File: config.mk
export PLATFORM = sky130hd
export DESIGN_NAME = inst_dispatch_queue
export DESIGN_NICKNAME = d
export VERILOG_FILES = /design/src/rtl/inst_dispatch_queue.sv
export SDC_FILE = /design/constraint.sdc
export NUM_CORES = 1
export LEC_CHECK = 0
export CORE_MARGIN = 2
export CORE_UTILIZATION = 35
export DETAILED_ROUTE_END_ITERATION = 10
export GPL_TIMING_DRIVEN = 0
export PLACE_DENSITY = 0.56
export SETUP_SLACK_MARGIN = 0.15
export SYNTH_ARGS = -nofsm -noshare
export SYNTH_HDL_FRONTEND = slang
export SYNTH_SLANG_ARGS = --single-unit
File: constraint.sdc
create_clock -name clk_in -period 16.5 [get_ports clk_in]
set_input_delay 3.3 -clock clk_in [delete_from_list [all_inputs] [get_ports clk_in]]
set_output_delay 3.3 -clock clk_in [all_outputs]
set_load 0.03 [all_outputs]
File: src/rtl/inst_dispatch_queue.sv
// Decoded-instruction dispatch queue between the decoder and the issue stage.
// Buffers decoded instructions in a circular FIFO and presents the head
// combinationally as a single dispatch slot. A JALR blocks further issue until
// its target resolves; a mispredict flush discards every queued entry.
//
// Ports:
//   clk_in, rst_in (async, active-low)      clock / reset
//   rdy_in                                  global enable, 0 freezes all state
//   flush                                   mispredict, empties the queue
//   dec_valid, dec_*                        decoder push interface
//   full                                    queue holds DEPTH entries
//   op .. addr, inst_valid                  head dispatch slot
//   rs_launch_fail, lsb_launch_fail         consumer back-pressure
//   jalr_done                               JALR target resolved (pulse)

package inst_dispatch_queue_pkg;
  typedef struct packed {
    logic [4:0]  op;
    logic        branch;
    logic        ls;
    logic        use_imm;
    logic [4:0]  rd;
    logic [4:0]  rs1;
    logic [4:0]  rs2;
    logic [31:0] imm;
    logic        jalr;
    logic [31:0] addr;
  } entry_t;
endpackage

module inst_dispatch_queue
  import inst_dispatch_queue_pkg::*;
#(
  parameter int unsigned DEPTH = 8,
  parameter int unsigned PTR_W = 3
) (
  input  logic        clk_in,
  input  logic        rst_in,
  input  logic        rdy_in,
  input  logic        flush,
  input  logic        dec_valid,
  input  logic [4:0]  dec_op,
  input  logic        dec_branch,
  input  logic        dec_ls,
  input  logic        dec_use_imm,
  input  logic [4:0]  dec_rd,
  input  logic [4:0]  dec_rs1,
  input  logic [4:0]  dec_rs2,
  input  logic [31:0] dec_imm,
  input  logic        dec_jalr,
  input  logic [31:0] dec_addr,
  output logic        full,
  output logic [4:0]  op,
  output logic        branch,
  output logic        ls,
  output logic        use_imm,
  output logic [4:0]  rd,
  output logic [4:0]  rs1,
  output logic [4:0]  rs2,
  output logic [31:0] imm,
  output logic        jalr,
  output logic [31:0] addr,
  output logic        inst_valid,
  input  logic        rs_launch_fail,
  input  logic        lsb_launch_fail,
  input  logic        jalr_done
);

  localparam int unsigned CNT_W = PTR_W + 1;

  typedef enum logic {
    ISSUE     = 1'b0,
    WAIT_JALR = 1'b1
  } state_t;

  state_t           state;
  state_t           state_nxt;
  entry_t           mem [DEPTH];
  entry_t           dec_entry;
  entry_t           head;
  logic [PTR_W-1:0] rd_ptr;
  logic [PTR_W-1:0] wr_ptr;
  logic [CNT_W-1:0] count;
  logic             empty;
  logic             push;
  logic             pop;

  assign dec_entry = {dec_op, dec_branch, dec_ls, dec_use_imm, dec_rd, dec_rs1,
                      dec_rs2, dec_imm, dec_jalr, dec_addr};

  assign empty = (count == '0);
  assign full  = (count == CNT_W'(DEPTH));

  // Head slot: blanked while empty or while a JALR is outstanding.
  assign head       = (empty || state == WAIT_JALR) ? '0 : mem[rd_ptr];
  assign inst_valid = !empty && (state == ISSUE) && !flush;

  // Both moves are gated by rdy_in so a pause freezes everything.
  assign push = rdy_in && dec_valid && !full && !flush;
  assign pop  = rdy_in && inst_valid && !rs_launch_fail && !lsb_launch_fail;

  assign op      = head.op;
  assign branch  = head.branch;
  assign ls      = head.ls;
  assign use_imm = head.use_imm;
  assign rd      = head.rd;
  assign rs1     = head.rs1;
  assign rs2     = head.rs2;
  assign imm     = head.imm;
  assign jalr    = head.jalr;
  assign addr    = head.addr;

  // Entry storage; contents are only meaningful between rd_ptr and wr_ptr.
  always_ff @(posedge clk_in) begin
    if (push) begin
      mem[wr_ptr] <= dec_entry;
    end
  end

  // Pointers and occupancy.
  always_ff @(posedge clk_in or negedge rst_in) begin
    if (!rst_in) begin
      rd_ptr <= '0;
      wr_ptr <= '0;
      count  <= '0;
    end else if (rdy_in) begin
      if (flush) begin
        rd_ptr <= '0;
        wr_ptr <= '0;
        count  <= '0;
      end else begin
        if (push) wr_ptr <= wr_ptr + PTR_W'(1);
        if (pop)  rd_ptr <= rd_ptr + PTR_W'(1);
        case ({push, pop})
          2'b10:   count <= count + CNT_W'(1);
          2'b01:   count <= count - CNT_W'(1);
          default: count <= count;
        endcase
      end
    end
  end

  // Issue FSM state register.
  always_ff @(posedge clk_in or negedge rst_in) begin
    if (!rst_in) begin
      state <= ISSUE;
    end else if (rdy_in) begin
      state <= state_nxt;
    end
  end

  // Issue FSM next state: a popped JALR stalls issue until jalr_done.
  always_comb begin
    state_nxt = state;
    if (flush) begin
      state_nxt = ISSUE;
    end else begin
      case (state)
        ISSUE:     if (pop && head.jalr) state_nxt = WAIT_JALR;
        WAIT_JALR: if (jalr_done)        state_nxt = ISSUE;
        default:   state_nxt = ISSUE;
      endcase
    end
  end

endmodule
### Yosys cells after proc, flatten, opt, wreduce, memory -nomap -nowiden

Memory sizes are Yosys's and may differ from the RTL's.
Index checks and enable logic that the tools add are counted.

| word-level totals | value |
|---|---|
| bits in registers | 11 |
| RAM bits | 704 |
| logic and storage cells | 48 |
| output and inout port bits | 90 |
| memories kept | 1 |
| input port bits | 96 |

| cells by class | value |
|---|---|
| reduce and logical (&&, ||, !) cells | 22 |
| $add $sub $neg | 4 |
| eq/ne operators | 3 |
| bitwise operators | 1 |
| multiplexer cells | 13 |

Memory list:

| name | depth | bits a word | read ports | clocked after Yosys merged registers in | wr ports | line | text |
|---|---|---|---|---|---|---|---|
| mem | 8 | 88 | 1 | 0 | 1 | 78 | `entry_t mem [DEPTH];` |

Operator list:

| cell | count |
|---|---|
| 88-bit two-way mux | 1 |
| 3-bit two-way mux | 4 |
| 1-bit logical AND | 9 |
| 4-bit case mux with 2 select lines | 1 |
| 3-bit by 1-bit adder with 3-bit output (second input constant) | 2 |
| 2-bit AND reduction | 3 |
| 1-bit zero test | 5 |
| 1-bit two-way mux | 5 |
| 4-bit by 1-bit adder with 4-bit output (second input constant) | 1 |
| 4-bit equality test (second input constant) | 1 |
| 4-bit zero test | 1 |
| 4-bit two-way mux | 1 |
| 2-bit nonzero test | 2 |
| 4-bit by 1-bit subtractor with 4-bit output (second input constant) | 1 |
| 3-bit nonzero test | 1 |
| 2-bit by 1-bit equality test with 1-bit output (second input constant) | 1 |
| 2-bit equality test (second input constant) | 1 |
| 1-bit case mux with 2 select lines | 1 |
| 1-bit logical OR | 1 |
| 1-bit inverter | 1 |

### Depth between registers and ports, before layout

| logic depth | value |
|---|---|
| word-level depth | 11 |
| depth in mapped cells | 11 |
| mapped depth without buffers | 9 |

### Worst setup path before layout

No wires, ideal clock.

| timing | value |
|---|---|
| path type | in2reg |
| from | input port dec_valid |
| to | memory mem[0][0] (netlist name), enable pin |
| data required time | 15.858 ns |
| setup time | 0.642 ns |
| slack | 5.766 ns |
| arrival time | 10.092 ns |
| stages | 5 |
| buffers on the path | 1 |
| path through | nor2b_1 > clkbuf_1 > nand2_1 > or3_1 > nor3_1 |

| between the ends | value |
|---|---|
| longest elaborated chain between the ends | 5 |

RTL lines:

| what | line | text |
|---|---|---|
| start, declared | 41 | `input logic dec_valid,` |
| 1-bit logical AND (3 in series) | 99 | `assign push = rdy_in && dec_valid && !full && !flush;` |
| 1-bit two-way mux | 115 | `if (push) begin` |
| 1-bit two-way mux (not written as such) | 116 | `mem[wr_ptr] <= dec_entry;` |
| end, declared | 78 |  |

No other way between the ends.

### Worst setup path after layout

| timing | value |
|---|---|
| from | input port flush |
| to | output port inst_valid |

| between the ends | value |
|---|---|
| longest elaborated chain between the ends | 2 |

RTL lines:

| what | line | text |
|---|---|---|
| start, declared | 40 | `input logic flush,` |
| 1-bit zero test | 96 | `assign inst_valid = !empty && (state == ISSUE) && !flush;` |
| 1-bit logical AND | 96 |  |
| end, declared | 63 | `output logic inst_valid,` |

No other way between the ends.

==> out/qor.yml <==
slew_headroom_pct: 25.31
synth_largest_area_cell: "edfxtp_1"
grt_pass1_vias: 13720
dr.pass1.iters: 5
ys_ff_latch: 715
cts_tree: "yes"
peakVddDrop_uv: 81.87
fmax_mhz: 115.6
instances_no_fill: 2627
rsz0062_at_grt: "no"
synth_flop_cell: "edfxtp_1"
postCtsResizedCells: 0
h-tree-depth: 3
p_leak_uw: 0.01040
placed_area_sq_um: 31390
die_y_um: 283.7
crit_type: "in -> out"
fin_skew_ns: 0.01056
cts_setup_buffers: 0
placed_cells: 2483
post-route-util_pct: 43.94
synthesis.nets: 1309
setup-tns-final_ns: 0
worstPathArrival_ns: 5.35
grt_antenna_before_repair: 10
cts-buffers-inserted: 76
worstMarginPinSlew_ns: 1.120
drt-initial-drc-count: 1250
status: "complete, no violations"
synthTopCellsByArea: "edfxtp_1 (77%), mux4_2 (14%), mux2i_1 (3.3%)"
async_flop_share_pct: 1.538
r2r_cells: 9
io_buffers: 184
overflow: 0
ant_nets: 0
end_kind: "output port"
rr_startpoint: "count[3]"
die_x_um: 283.7
holdPathStages: 2
placeableCoreArea_sq_um: 77470
wl_per_cell_um: 23.89
synth.distinct_cells: 40
cts.path.max_buffers: 3
die-area_sq_um: 80460
cellPowerDensity_nw_per_um2: 140.8
worstSetupStartpointType: "primary input"
start_util_pct: 35.33
path_cells: "clkdlybuf4s50_1 -> clkbuf_1 -> clkbuf_1 -> nor2_1 -> clkdlybuf4s50_1"
nNetsFinal: 1621
cp_slowest_cell: "clkdlybuf4s50_1"
required_ns: 13.20
hold_buffers: 0
final_cell_area_sq_um: 34040
final-max-slew-violation-count: 0
min_path_type: "reg -> reg"
rrSetupSlack_ns: 13.10
p_total_uw: 4792
cp-startpoint: "flush"
synthesis.yosys.warnings: 0
crit_fanout: 10
io_pins: 186
finalSetupViolations: 0
drive_above_1_share_pct: 23.64
grt_first_pass_wirelength_um: 92140
via_count: 13000
drc_errors: 0
drt-total-wl_um: 62760
hold_violations: 0
synth_area_sq_um: 27370
layout_worst_path_cycle_share_pct: 52.43
cp_slowest_stage_delay_ns: 0.61
cts.root.buffer_cell: "clkbuf_16"
reg2reg_to: "mem[4][39]"
endpoint: "inst_valid"
min_period_ns: 8.651
grt_max_degree: 25
synthCells: 1209
max_cap_viol_count: 0
synth_edf_count: 704
grt_usage_pct: 15.65
clkSinkCount: 715
ys_seq_area_share_pct: 78.24
syn_avg_cell_area_sq_um: 22.64
gp_congestion: 0.7222
area_growth_pct: 24.35
clk_pin_slew_ns: 0.06
vias_per_cell: 4.948
dp_hpwl_um: 40020
row_count: 102
clk_latency_ns: 0.60
synth_top_area_share_pct: 77.23
## cells by family after synthesis
family | Yosys count | synth area share [%]
DFF | 715 | 78.24
and+or+nand+nor | 128 | 1.988
AOI/OAI and AO/OA | 20 | 0.5211
buffers and inverters | 70 | 1.051
adders and majority gates | 4 | 0.1828
muxes | 269 | 17.92
xor gates and xnor gates | 3 | 0.09601
## metrics by stage
step / hold WS (ns) / setup slack, ns
2_1_floorplan: 0.4795 / 5.766
5_1_grt: 0.5977 / 7.712
3_3_place_gp: 0.5051 / -2.012
6_report: 0.5601 / 7.849
4_1_cts: 0.5578 / 7.863
3_5_place_dp: 0.5441 / 7.864
## cell type report
cell class	count	area, sq um
clock inverter	49	611.8
antenna	5	12.51
multi-input combinational	424	5724
timing repair buffer	234	2664
sequential	715	21420
inverter	4	15.01
fill	6599	43430
buffer	66	274.0
tap	1040	1301
clock buffer	90	2018
## cells in the mapped netlist (2+ instances only)
cell	n
buf_4	2
inv_1	3
nor2b_1	3
buf_1	17
buf_2	14
nand2_1	7
mux2_4	2
o22ai_1	4
ha_1	4
mux2i_1	90
nor2_1	102
nor3_1	4
nand2b_1	3
a21oi_1	3
clkbuf_1	33
o21ai_0	2
dfrtp_1	11
xor2_1	2
mux4_2	176
edfxtp_1	704
o31ai_1	2
o2bb2ai_1	3
## routing by layer
| metal | part of all wire [%] | track usage, % | wire (um) |
|---|---|---|---|
| met1 | 43 | 20.66 | 26970 |
| met4 | 1.7 | 4.021 | 1038 |
| met2 | 50 | 25.89 | 31120 |
| met3 | 5.7 | 4.019 | 3549 |
| met5 | 0.13 | 0 | 80 |
## flip-flops by register name (all words and copies together), names as in the netlist
signal and flops:
state 1, rd_ptr 3, wr_ptr 3, mem 704, count 4
## worst max-delay path, delay by kind of cell
kind / cells / cell delay, ns
buffers and inverters: 4 / 1.95
and+or+nand+nor: 1 / 0.09
## cells in the final DEF (no fill, tap or decap), types with 5 or more instances in the layout
cell type and n:
buf_1 17, buf_12 19, buf_16 5, buf_2 14, buf_6 21, bufinv_16 13
clkbuf_1 43, clkbuf_16 79, clkdlybuf4s50_1 184, clkinv_1 13, clkinv_2 11, dfrtp_1 11
diode_2 5, edfxtp_1 704, mux2i_1 90, mux4_2 176, nand2_1 7, nor2_1 96
nor2_4 6
## worst min path at each step
stage | start | endpoint | slack (ns)
2_1_floorplan | state | state | 0.48
3_3_place_gp | state | state | 0.51
3_5_place_dp | state | state | 0.54
4_1_cts | state | state | 0.56
5_1_grt | state | state | 0.60
6_report | state | state | 0.56
## where the power goes
part | internal, uW | total (uW) | switching (uW)
Clock | 1080 | 1770 | 689
Combinational | 391 | 965 | 574
Sequential | 2040 | 2050 | 14.8
Power figures use the tool's default switching activity.
